$ cat src/rtl/mux_rr_arbiter.sv
// Round-robin arbiter that shares one mux between up to `width` requesters.
//
// Ports:
//   clk    - system clock, rising edge
//   rst_n  - synchronous reset, active-low
//   req    - level-sensitive request per requester
//   en     - arbitration enable; gates new grants and preemption
//   grant  - registered one-hot grant, all-zero when idle
//   select - registered binary index of the granted requester, drives the mux select
//   valid  - high when grant is non-zero
//
// An owner keeps its grant while it keeps requesting. When max_hold is non-zero, an owner
// that has held for max_hold cycles is rotated out if anyone else is waiting and en=1.
// select holds its last value while idle so the mux output stays stable.
module mux_rr_arbiter #(
  parameter int unsigned width    = 16,
  parameter int unsigned channels = 4,
  parameter int unsigned max_hold = 4
) (
  input  logic                clk,
  input  logic                rst_n,
  input  logic [width-1:0]    req,
  input  logic                en,
  output logic [width-1:0]    grant,
  output logic [channels-1:0] select,
  output logic                valid
);

  localparam int unsigned HoldW = (max_hold == 0) ? 1 : $clog2(max_hold + 1);
  localparam logic [HoldW-1:0] HoldMax = HoldW'(max_hold);
  localparam logic [HoldW-1:0] HoldOne = HoldW'(1);
  // Pointer starts on the last requester so the first search begins at index 0.
  localparam logic [channels-1:0] LastRst = channels'(width - 1);

  typedef enum logic [0:0] {StIdle, StGrant} state_e;

  state_e              state_q, state_d;
  logic [width-1:0]    grant_q, grant_d;
  logic [channels-1:0] select_q, select_d;
  logic [channels-1:0] last_q, last_d;
  logic [HoldW-1:0]    hold_q, hold_d;
  logic                valid_q, valid_d;

  logic [width-1:0]    cand;
  logic                owner_req, others;
  logic                found, found_hi, found_lo;
  logic [channels-1:0] win, win_hi, win_lo;
  logic                take;

  // grant_q is zero in idle, so cand is plain req there; in grant it excludes the owner.
  assign cand      = req & ~grant_q;
  assign owner_req = |(req & grant_q);
  assign others    = |cand;

  // Cyclic search from last+1: prefer the lowest candidate above the pointer, otherwise
  // wrap to the lowest candidate at or below it.
  always_comb begin
    found_hi = 1'b0;
    found_lo = 1'b0;
    win_hi   = '0;
    win_lo   = '0;
    for (int unsigned j = 0; j < width; j++) begin
      if (cand[j]) begin
        if (j > 32'(last_q)) begin
          if (!found_hi) begin
            found_hi = 1'b1;
            win_hi   = channels'(j);
          end
        end else if (!found_lo) begin
          found_lo = 1'b1;
          win_lo   = channels'(j);
        end
      end
    end
    found = found_hi | found_lo;
    win   = found_hi ? win_hi : win_lo;
  end

  always_comb begin
    state_d  = state_q;
    grant_d  = grant_q;
    select_d = select_q;
    last_d   = last_q;
    hold_d   = hold_q;
    take     = 1'b0;

    unique case (state_q)
      StIdle: begin
        if (en && found) take = 1'b1;
      end
      StGrant: begin
        if (!owner_req) begin
          // Release: hand over in the same edge when possible, else go idle.
          if (en && others) begin
            take = 1'b1;
          end else begin
            state_d = StIdle;
            grant_d = '0;
            hold_d  = '0;
          end
        end else if ((max_hold != 0) && (hold_q == HoldMax) && en && others) begin
          take = 1'b1;
        end else if ((max_hold != 0) && (hold_q != HoldMax)) begin
          hold_d = hold_q + HoldOne;
        end
      end
      default: begin
        state_d = StIdle;
        grant_d = '0;
      end
    endcase

    if (take) begin
      state_d  = StGrant;
      grant_d  = width'(1) << win;
      select_d = win;
      last_d   = win;
      hold_d   = HoldOne;
    end

    valid_d = |grant_d;
  end

  always_ff @(posedge clk) begin
    if (!rst_n) begin
      state_q  <= StIdle;
      grant_q  <= '0;
      select_q <= '0;
      last_q   <= LastRst;
      hold_q   <= '0;
      valid_q  <= 1'b0;
    end else begin
      state_q  <= state_d;
      grant_q  <= grant_d;
      select_q <= select_d;
      last_q   <= last_d;
      hold_q   <= hold_d;
      valid_q  <= valid_d;
    end
  end

  assign grant  = grant_q;
  assign select = select_q;
  assign valid  = valid_q;

endmodule

$ cat config.mk
export PLATFORM = sky130hd
export DESIGN_NAME = mux_rr_arbiter
export DESIGN_NICKNAME = d
export VERILOG_FILES = /design/src/rtl/mux_rr_arbiter.sv
export SDC_FILE = /design/constraint.sdc
export NUM_CORES = 1
export LEC_CHECK = 0
export ABC_AREA = 1
export CORE_UTILIZATION = 40
export DETAILED_ROUTE_END_ITERATION = 10
export MAX_ROUTING_LAYER = met4
export SYNTH_ARGS = -nofsm -noshare
export SYNTH_HDL_FRONTEND = slang
export SYNTH_SLANG_ARGS = --single-unit
export TNS_END_PERCENT = 100
$ cat constraint.sdc
create_clock -name clk -period 6.5 [get_ports clk]
set_input_delay 0.65 -clock clk [delete_from_list [all_inputs] [get_ports clk]]
set_output_delay 0.65 -clock clk [all_outputs]
set_load 0.02 [all_outputs]
==> flow_summary_export.csv <==
group,metric,value,unit
global_route,grt_pass1_vias,2576,
routing,drt_first_pass_iters,5,
yosys,yosysUniqueCellTypes,38,
routing,wl_met3,301,um
worst_setup_path,cp-start-kind,"primary input",
yosys,seq_area_frac_synth,0.237,
floorplanning,ios,40,
yosys,synth_top_area_cell,"dfxtp_1",
worst_setup_path,crit_family,"compound AO/OA/AOI/OAI gates",
place,gp_congestion,0.948,
yosys,synth-main-ff-cell,"dfxtp_1",
routing,drt-initial-drc-count,128,
worst_setup_path,arrival,3.46,ns
sta,final_hold_viol_count,0,
worst_setup_path,worst_r2r_endpoint,"valid",
finish,area_delta_synth_final,23.2,%
global_route,grt-ovfl-total,0,
place,dpl_worst_slack,2.96,ns
clock_network,cts_resized,0,
job,drv_cap,0,
power,seqPwrFrac,0.218,
worst_setup_path,r2r_slack,3.48,ns
yosys,synth-seq-cells,29,
floorplanning,design.die.area,6450,sq um
yosys,synth-edff-count,0,
global_route,grt_max_degree,25,
worst_hold_path,hold_class,"reg -> reg",
power,combPwrFrac,0.627,
yosys,synth_top_area_frac,0.237,
routing,wl_met2,3690,um
power,cellPowerDensity,406,nW/um^2
routing,routed_wl,7520,um
routing,wl_met1,3390,um
yosys,syn_area,2450,sq um
floorplanning,chipHeight,80.3,um
worst_setup_path,cp_max_fo,24,
worst_setup_path,critPathKind,"in -> reg",
worst_setup_path,path_depth,15,
sta,tightest_slew,1.07,ns
clock_network,clk_latency,0.28,ns
worst_setup_path,crit_end,"valid",
power,swShare,0.520,
clock_network,clockBufferDepth,2,
worst_setup_path,critPathMaxStageDelay,0.62,ns
yosys,syn_nets,429,
sta,fin_hold_ws,0.466,ns
finish,n_fill_cell,622,
power,max-vdd-ir-drop,0.000234,V
sta,tns,0,ns
routing,highest_layer,"met4",
yosys,yosysMostFrequentCell,"nand2_1",
routing,drt-wirelength-per-cell,14.4,um
yosys,syn_area_per_cell,6.01,sq um
routing,num_vias,2772,
sta,clock_skew,0.00649,ns
floorplanning,start_util,0.414,
worst_setup_path,rr_worst_depth,19,
worst_setup_path,crit_path_start,"req[9]",
sta,slew_violations,0,
clock_network,cts_hold_buf,0,
global_route,gr-usage-all-layers,0.254,
routing,viasPerCell,5.30,
clock_network,cts_tree,"yes",
yosys,async_reset_ff_frac,0,
yosys,yosys-top-cells-area,"dfxtp_1 (24%), nand2_1 (15%), inv_1 (9.6%)",
sta,fin_crit,3.33,ns
power,p_leak,1.50,nW
worst_setup_path,path_cells,"clkdlybuf4s50_1, inv_1, nor2_1, a2111oi_0, nand4_1, nand2_1, inv_1, o21ai_2, nor2_2, inv_1, o21ai_1, nor2_1, nand2_1, nor2_1, a21oi_1",
sta,finalCritPeriodShare,0.512,
clock_network,cts_root_buffer,"clkbuf_8",
finish,seq_area,581,sq um
status,status,"complete, no violations",
clock_network,cts_buffers,5,
floorplanning,rows,28,
place,place.port_buffers,39,
worst_setup_path,r2r-start,"last_q[3]",
global_route,grt_pass1_wl,12000,um
routing,drc,0,
clock_network,htree_num_levels,2,
clock_network,cts.sinks,29,
worst_setup_path,cp.buffers_inverters,4,
worst_setup_path,slowest_stage,"a2111oi_0",
power,clkPwrFrac,0.154,
clock_network,post_cts.repair.setup_buffers,0,
floorplanning,coreArea,5920,sq um
sta,max_freq,301,MHz
yosys,synthTopCellsByCount,"nand2_1 (95), inv_1 (63), nor2_1 (53)",
floorplanning,die_w,80.3,um
finish,nets,468,
global_route,antenna_found_initial,0,
routing,ant_nets,0,
yosys,synth_warnings,0,
power,intPower,0.589,mW
finish,utilization,0.510,
finish,multi_input_area,1580,sq um
finish,drive_gt1_frac,0.112,
worst_setup_path,critPathRequiredTime,6.64,ns
worst_setup_path,endpoint_kind,"flop",
sta,setup_viol,0,
place,post-dp-hpwl,6110,um
yosys,syn_inst,408,
sta,setup_slack,3.17,ns
clock_network,path_clk_slew,0.07,ns
power,power,1.23,mW
sta,slew_headroom,0.289,
power,switching_power,0.637,mW
sta,grt_setup_unrepaired,"no",
finish,num_antenna_cells,0,
## metrics by stage
step                      instances  cell area [sq um]
final                           523               3020
after global routing            523               3020
after CTS                       523               3020
after detailed placement        515               2910
after global placement          515               2910
after floorplan                 408               2450
## per-layer routing
metal / up-vias / global-route usage
met5: - / -
met4: 0 / 0.0875
met3: 12 / 0.0341
met2: 76 / 0.434
met1: 1271 / 0.306
li1: 1413 / -
## worst min-delay path by stage
| stage | end | cells past startpoint | start | slack (ns) |
|---|---|---|---|---|
| floorplan | hold_q[1] | 2 | hold_q[1] | 0.46 |
| global placement | select[1] | 2 | select[1] | 0.45 |
| detailed placement | select[2] | 2 | select[2] | 0.46 |
| CTS | select[2] | 2 | select[2] | 0.47 |
| global route | select[1] | 2 | select[1] | 0.50 |
| finish | select[2] | 2 | select[2] | 0.47 |
## worst reg2reg max path, delay by kind of cell, from the launching register on
kind / cells / cell delay [ns]
buf+inv: 2 / 0.33
simple gates: 15 / 1.73
flops: 1 / 0.64
compound gates: 2 / 0.18
## cell usage in the layout (no fill, tap or decap), drive strengths merged, types with 3 or more instances in the layout
cell type,synthesis,routed
nand3,43,43
a211oi,3,3
nand2,103,103
nand4,17,17
a221oi,4,4
o21ai,10,10
nor4,3,3
a21oi,29,29
clkinv,2,3
nor2,68,68
nor3,6,6
o211ai,5,5
clkbuf,6,5
inv,68,68
clkdlybuf4s50,0,39
dfxtp,29,29
## kinds of logic after synthesis
kind of cell             Yosys count  synth area share
flip-flops                        29             0.237
adder cells (fa/ha/maj)            2            0.0102
XOR/XNOR                           1           0.00357
AO/OA/AOI/OAI                     58             0.157
buffers and inverters             77             0.121
AND/OR/NAND/NOR                  241             0.471
## power groups by stage
stage	clock network, mW	registers, mW	logic, mW
5_1_grt	0.200	0.273	0.852
4_1_cts	0.193	0.267	0.764
3_3_place_gp	0	0.272	0.758
2_1_floorplan	0	0.288	0.526
3_5_place_dp	0	0.271	0.761
6_report	0.189	0.268	0.770
## area by class of cell
cell class | count | share of cell area
sequential | 29 | 0.192
timing repair buffer | 39 | 0.129
clock inverter | 3 | 0.0153
inverter | 70 | 0.0870
tap | 75 | 0.0311
multi-input combinational | 302 | 0.523
clock buffer | 5 | 0.0228
## sequential cells by signal (all words and copies together) (netlist names)
signal / flops
state_q: 1
hold_q: 3
select: 4
last_q: 4
valid: 1
grant: 16
(Power assumes the default switching activity.)
